`config.mk`:
```
export PLATFORM = sky130hd
export DESIGN_NAME = id_rm_stage
export DESIGN_NICKNAME = d
export VERILOG_FILES = /design/src/rtl/id_rm_stage.sv
export SDC_FILE = /design/constraint.sdc
export NUM_CORES = 1
export LEC_CHECK = 0
export ABC_AREA = 1
export CORE_UTILIZATION = 37
export CTS_CLUSTER_SIZE = 10
export DETAILED_ROUTE_END_ITERATION = 7
export GPL_ROUTABILITY_DRIVEN = 0
export PLACE_DENSITY = 0.79
export RECOVER_POWER = 25
export SYNTH_ARGS = -nofsm -noshare
export SYNTH_HDL_FRONTEND = slang
export SYNTH_SLANG_ARGS = --single-unit
export TNS_END_PERCENT = 100
```
`constraint.sdc`:
```
create_clock -name clk -period 1.4 [get_ports clk]
set_clock_uncertainty 0.05 [all_clocks]
set_input_delay 0.28 -clock clk [delete_from_list [all_inputs] [get_ports clk]]
set_output_delay 0.28 -clock clk [all_outputs]
set_load 0.02 [all_outputs]
```
`src/rtl/id_rm_stage.sv`:
```
// id_rm_stage: registered R/M-type (OP opcode 0110011) decode stage for the RV32IM core.
//   Decodes inst_i, drives the two regfile read ports, picks each source operand from the
//   regfile or from the FWD_CH writeback forwarding channels, and holds the decoded result
//   in a one-entry output register with a valid/ready handshake toward EX.
// Ports:
//   clk, rst                 clock, synchronous active-high reset
//   flush_i                  drop held and incoming instruction
//   inst_i/inst_valid_i      instruction from IF; inst_ready_o = stage can accept
//   reg{1,2}_raddr_o/_re_o   regfile read address/enable (combinational from inst_i)
//   reg{1,2}_rdata_i         regfile read data (same cycle)
//   fwd_we_i/waddr_i/wdata_i forwarding channels, channel 0 = youngest = highest priority
//   out_valid_o/out_ready_i  output handshake toward EX
//   op1_o, op2_o, reg_we_o, reg_waddr_o, alu_op_o, is_m_o, illegal_o  registered decode

// Per-source operand select: x0 reads as zero, otherwise the lowest-numbered forwarding
// channel hitting rs wins, otherwise regfile data.
module id_rm_opsel #(
  parameter int XLEN    = 32,
  parameter int RADDR_W = 5,
  parameter int FWD_CH  = 2
) (
  input  logic [RADDR_W-1:0]        rs,
  input  logic [XLEN-1:0]           rf_data,
  input  logic [FWD_CH-1:0]         fwd_we,
  input  logic [FWD_CH*RADDR_W-1:0] fwd_waddr,
  input  logic [FWD_CH*XLEN-1:0]    fwd_wdata,
  output logic [XLEN-1:0]           op
);
  always_comb begin
    op = rf_data;
    // walk from oldest to youngest so the youngest hit overrides
    for (int k = FWD_CH - 1; k >= 0; k--) begin
      if (fwd_we[k] && (fwd_waddr[k*RADDR_W +: RADDR_W] == rs))
        op = fwd_wdata[k*XLEN +: XLEN];
    end
    // also masks channels writing x0, which can only match rs == 0
    if (rs == '0) op = '0;
  end
endmodule

module id_rm_stage #(
  parameter int XLEN    = 32,
  parameter int RADDR_W = 5,
  parameter int FWD_CH  = 2
) (
  input  logic                      clk,
  input  logic                      rst,
  input  logic                      flush_i,
  input  logic [31:0]               inst_i,
  input  logic                      inst_valid_i,
  output logic                      inst_ready_o,
  output logic [RADDR_W-1:0]        reg1_raddr_o,
  output logic [RADDR_W-1:0]        reg2_raddr_o,
  output logic                      reg1_re_o,
  output logic                      reg2_re_o,
  input  logic [XLEN-1:0]           reg1_rdata_i,
  input  logic [XLEN-1:0]           reg2_rdata_i,
  input  logic [FWD_CH-1:0]         fwd_we_i,
  input  logic [FWD_CH*RADDR_W-1:0] fwd_waddr_i,
  input  logic [FWD_CH*XLEN-1:0]    fwd_wdata_i,
  output logic                      out_valid_o,
  input  logic                      out_ready_i,
  output logic [XLEN-1:0]           op1_o,
  output logic [XLEN-1:0]           op2_o,
  output logic                      reg_we_o,
  output logic [RADDR_W-1:0]        reg_waddr_o,
  output logic [3:0]                alu_op_o,
  output logic                      is_m_o,
  output logic                      illegal_o
);
  localparam logic [6:0] OPC_OP = 7'b0110011;

  typedef struct packed {
    logic [XLEN-1:0]    op1;
    logic [XLEN-1:0]    op2;
    logic               we;
    logic [RADDR_W-1:0] waddr;
    logic [3:0]         alu_op;
    logic               is_m;
    logic               illegal;
  } dec_t;

  logic [6:0] opcode, funct7;
  logic [2:0] funct3;
  logic       is_op, is_m, legal, accept;
  logic [1:0][RADDR_W-1:0] rs_vec;
  logic [1:0][XLEN-1:0]    rf_vec, op_vec;
  dec_t dec_d, out_q;
  logic vld_q;

  assign opcode = inst_i[6:0];
  assign funct3 = inst_i[14:12];
  assign funct7 = inst_i[31:25];
  assign is_op  = (opcode == OPC_OP);

  assign rs_vec[0] = RADDR_W'(inst_i[19:15]);
  assign rs_vec[1] = RADDR_W'(inst_i[24:20]);
  assign rf_vec[0] = reg1_rdata_i;
  assign rf_vec[1] = reg2_rdata_i;

  // read ports only track a valid OP instruction; anything else parks them at x0
  assign reg1_re_o    = inst_valid_i & is_op;
  assign reg2_re_o    = inst_valid_i & is_op;
  assign reg1_raddr_o = reg1_re_o ? rs_vec[0] : '0;
  assign reg2_raddr_o = reg2_re_o ? rs_vec[1] : '0;

  for (genvar s = 0; s < 2; s++) begin : g_src
    id_rm_opsel #(.XLEN(XLEN), .RADDR_W(RADDR_W), .FWD_CH(FWD_CH)) u_opsel (
      .rs        (rs_vec[s]),
      .rf_data   (rf_vec[s]),
      .fwd_we    (fwd_we_i),
      .fwd_waddr (fwd_waddr_i),
      .fwd_wdata (fwd_wdata_i),
      .op        (op_vec[s])
    );
  end

  assign is_m  = (funct7 == 7'b0000001);
  assign legal = (funct7 == 7'b0000000) | is_m |
                 ((funct7 == 7'b0100000) & ((funct3 == 3'b000) | (funct3 == 3'b101)));

  // illegal OP and non-OP opcodes both produce an all-zero payload; only the flag differs
  always_comb begin
    dec_d = '0;
    if (is_op) begin
      if (legal) begin
        dec_d.op1    = op_vec[0];
        dec_d.op2    = op_vec[1];
        dec_d.we     = 1'b1;
        dec_d.waddr  = RADDR_W'(inst_i[11:7]);
        dec_d.alu_op = {is_m | funct7[5], funct3};
        dec_d.is_m   = is_m;
      end else begin
        dec_d.illegal = 1'b1;
      end
    end
  end

  assign inst_ready_o = !vld_q | out_ready_i;
  assign accept       = inst_valid_i & inst_ready_o & !flush_i & !rst;

  // payload only changes on accept, so it stays stable across a stall
  always_ff @(posedge clk) begin
    if (rst) begin
      vld_q <= 1'b0;
      out_q <= '0;
    end else if (flush_i) begin
      vld_q <= 1'b0;
    end else if (accept) begin
      vld_q <= 1'b1;
      out_q <= dec_d;
    end else if (out_ready_i) begin
      vld_q <= 1'b0;
    end
  end

  assign out_valid_o = vld_q;
  assign op1_o       = out_q.op1;
  assign op2_o       = out_q.op2;
  assign reg_we_o    = out_q.we;
  assign reg_waddr_o = out_q.waddr;
  assign alu_op_o    = out_q.alu_op;
  assign is_m_o      = out_q.is_m;
  assign illegal_o   = out_q.illegal;
endmodule

```
==> results.cfg <==
[logic_synthesis]
synth_commonest_cells = 281 x nand2_1, 134 x nand3_1, 105 x nor2_1
ys.flop_type = dfxtp_1
synth-edff-count = 0
async_flop_share_pct = 0
ys_seq_area_share_pct = 30.0
yosys.area.top_type_share_pct = 30.0
yosysMostFrequentCell = nand2_1
synth_area_mm2 = 0.00514
ys_types = 27
yosys_warnings = 0
synthTopCellsByArea = dfxtp_1 30%, nand2_1 21%, nand3_1 13%, nor2_1 7.7%, nor2_2 7.2%
netlist_instances = 840
synth_area_leader_cell = dfxtp_1
synth_nets = 1017
avgSynthCellArea_um2 = 6.12
synth_seq_cells = 77

[die]
rows = 42
coreArea_mm2 = 0.0134
start_util_pct = 38.4
die_height_um = 120
ioPinCount = 267
die-width_um = 120
design.die.area_mm2 = 0.0144

[detailed_routing]
dr_wl_met3_um = 2320
wl_met2_um = 12200
highest_layer = met4
totalWireLength_um = 25200
drc = 0
via_per_inst = 5.37
drt_first_pass_iters = 8
ant_nets = 0
drt_iter0_markers = 645
vias = 7166
detail_route.wirelength.met1_um = 9890
wl_per_cell_um = 18.9

[clocking]
cts_tree = done
clock_latency_ps = 350
htreeDepth = 3
numClockSinks = 77
root_buffer = clkbuf_16
cts_buffers = 9
hold_buffers = 0
clkTransAtPathRegs_ps = 60
cts_buffer_depth = 2

[setup_path]
crit_required_ps = 1640
cp_slowest_stage_delay_ps = 250
crit_type = in2reg
start_kind = primary input
worst-path-buf-inv = 3
critical_path.top_delay_family = simple AND/OR/NAND/NOR gates
cp_max_fo = 5
crit_arrival_ps = 1810
r2r_setup_slack_ps = -170
path_cells = clkdlybuf4s15_1, or2_4, nor2_4, nand2_2, nand2_4, nand3_4, buf_12, buf_16, nor2_4, nand2_2, a21oi_2
endpoint_kind = register
cp_slowest_cell = or2_4

[hold_path]
hold_path_class = in2reg

[run_status]
violations = setup timing
run_status = finished, violations left

[placement]
place_hpwl_um = 14400
placedCellCount = 1268
io_buffer_count = 266

[cells_and_area]
final_layout_size_suffix_gt1_share_pct = 33.7
antennaDiodeCount = 0
multiInputGateArea_mm2 = 0.00390
syn2layout_area_growth_pct = 94.7
nets = 1332
fin_util_pct = 74.7
seq_area_mm2 = 0.00154
finalNonFillerCells = 1335
fillers = 1044

[grt]
grt_overflow_total = 0
grt_pass1_vias = 6773
grt.total_usage_pct = 33.6
antenna_found_initial = 0
grt_pass1_wl_um = 37000
grt_max_degree = 65

[sta]
min_period_over_period_pct = 112
fin_crit_ps = 1570
final_hold_viol_count = 0
tightest_slew_ps = 421
rsz0062_at_grt = true
holdWs_ps = 180
fmax_ghz = 0.636
final_max_slew_viol_count = 0
finalSetupViolCount = 83
setup_tns_ps = -5940
slew_headroom_pct = 71.9
worst_slack_ps = -172

[job]
drv_cap = 0

[power]
power_leakage_nw = 4.51
p_total_mw = 6.05
power.density_mw_per_mm2 = 604
vdd_ir_drop_max_uv = 432
## registers in the layout, indices dropped and copies added (netlist names)
| signal | flops |
|---|---|
| reg_we_o | 1 |
| illegal_o | 1 |
| out_valid_o | 1 |
| op1_o | 32 |
| reg_waddr_o | 5 |
| is_m_o | 1 |
| op2_o | 32 |
| alu_op_o | 4 |
## through the flow
step           area (um^2)  worst slack [ps]
2_1_floorplan         5280             -74.0
3_3_place_gp          8350             -1040
3_5_place_dp          8350             -1060
4_1_cts               9750              -211
5_1_grt              10000              -267
6_report             10000              -172
## metal layers
layer | GRT usage [%] | vias up
met5 | 0 | -
met3 | 6.99 | 66
met2 | 56.5 | 421
met1 | 41.9 | 3342
li1 | - | 3337
met4 | 12.9 | 0
## what timing repair did
| action | CTS | global route |
|---|---|---|
| endpoints found under the setup margin | 166 | 94 |
| pin swaps | 39 | 64 |
| cloned | 24 | 2 |
| buffers inserted | 26 | 10 |
| resized for setup | 380 | 143 |
## path summary, 6_finish.rpt
path,start,end,depth (start not counted)
worst max-delay path,inst_i[28],op2_o[4],11
worst min-delay path,rst,out_valid_o,3
worst max register to register,out_valid_o,op2_o[4],9
worst min register to register,op1_o[9],op1_o[9],2
## worst register-to-register path, cell delays in order (launching register included)
cell and delay [ps]:
dfxtp_2 330, nand2_4 80, nand3_4 120, nor2_8 130, nand3_4 190, buf_12 200
buf_16 140, nor2_4 90, nand2_2 60, a21oi_2 120
## placed cells by master, fill, tap and decap left out, types with 2 or more instances in the layout
master           count
buf_12              21
dfxtp_1             76
nand3_4              7
inv_2               17
clkbuf_2             8
nand2_2             42
nand2_1            237
buf_2               11
nor2_2              57
clkbuf_16           11
nand2_4              2
nor2_4              55
buf_4               23
nand3_2             10
buf_8                8
a21oi_1             36
clkdlybuf4s15_1     17
nand3_1            122
o21ai_1              3
buf_6               39
clkinv_2             2
inv_1               11
clkdlybuf4s50_1    133
clkdlybuf4s15_2      6
nor2_1              53
nor3_1               3
inv_8                2
buf_16              14
a21oi_2             43
dlygate4sd2_1       74
## area by class of cell
type,instances,share of cell area [%]
Clock buffer,11,2.42
Inverter,29,1.16
Timing Repair Buffer,357,39.3
Clock inverter,4,0.487
Sequential cell,77,15.4
Tap cell,176,2.20
Multi-Input combinational cell,680,39.0
Timing Repair inverter,1,0.112
## cell families (layout without fill, tap and decap cells)
logic type / Yosys count / in the layout / synth area share, %
and+or+nand+nor: 596 / 596 / 51.8
AOI/OAI and AO/OA: 84 / 84 / 10.5
buffers and inverters: 83 / 402 / 7.76
DFF: 77 / 77 / 30.0
## report_power, final
part / switching [mW] / internal (mW) / leakage, nW
Clock: 0.989 / 1.42 / 0.145
Sequential: 0.00126 / 2.19 / 0.620
Combinational: 0.700 / 0.747 / 3.74
No activity file was read; power rests on OpenSTA's default activity.
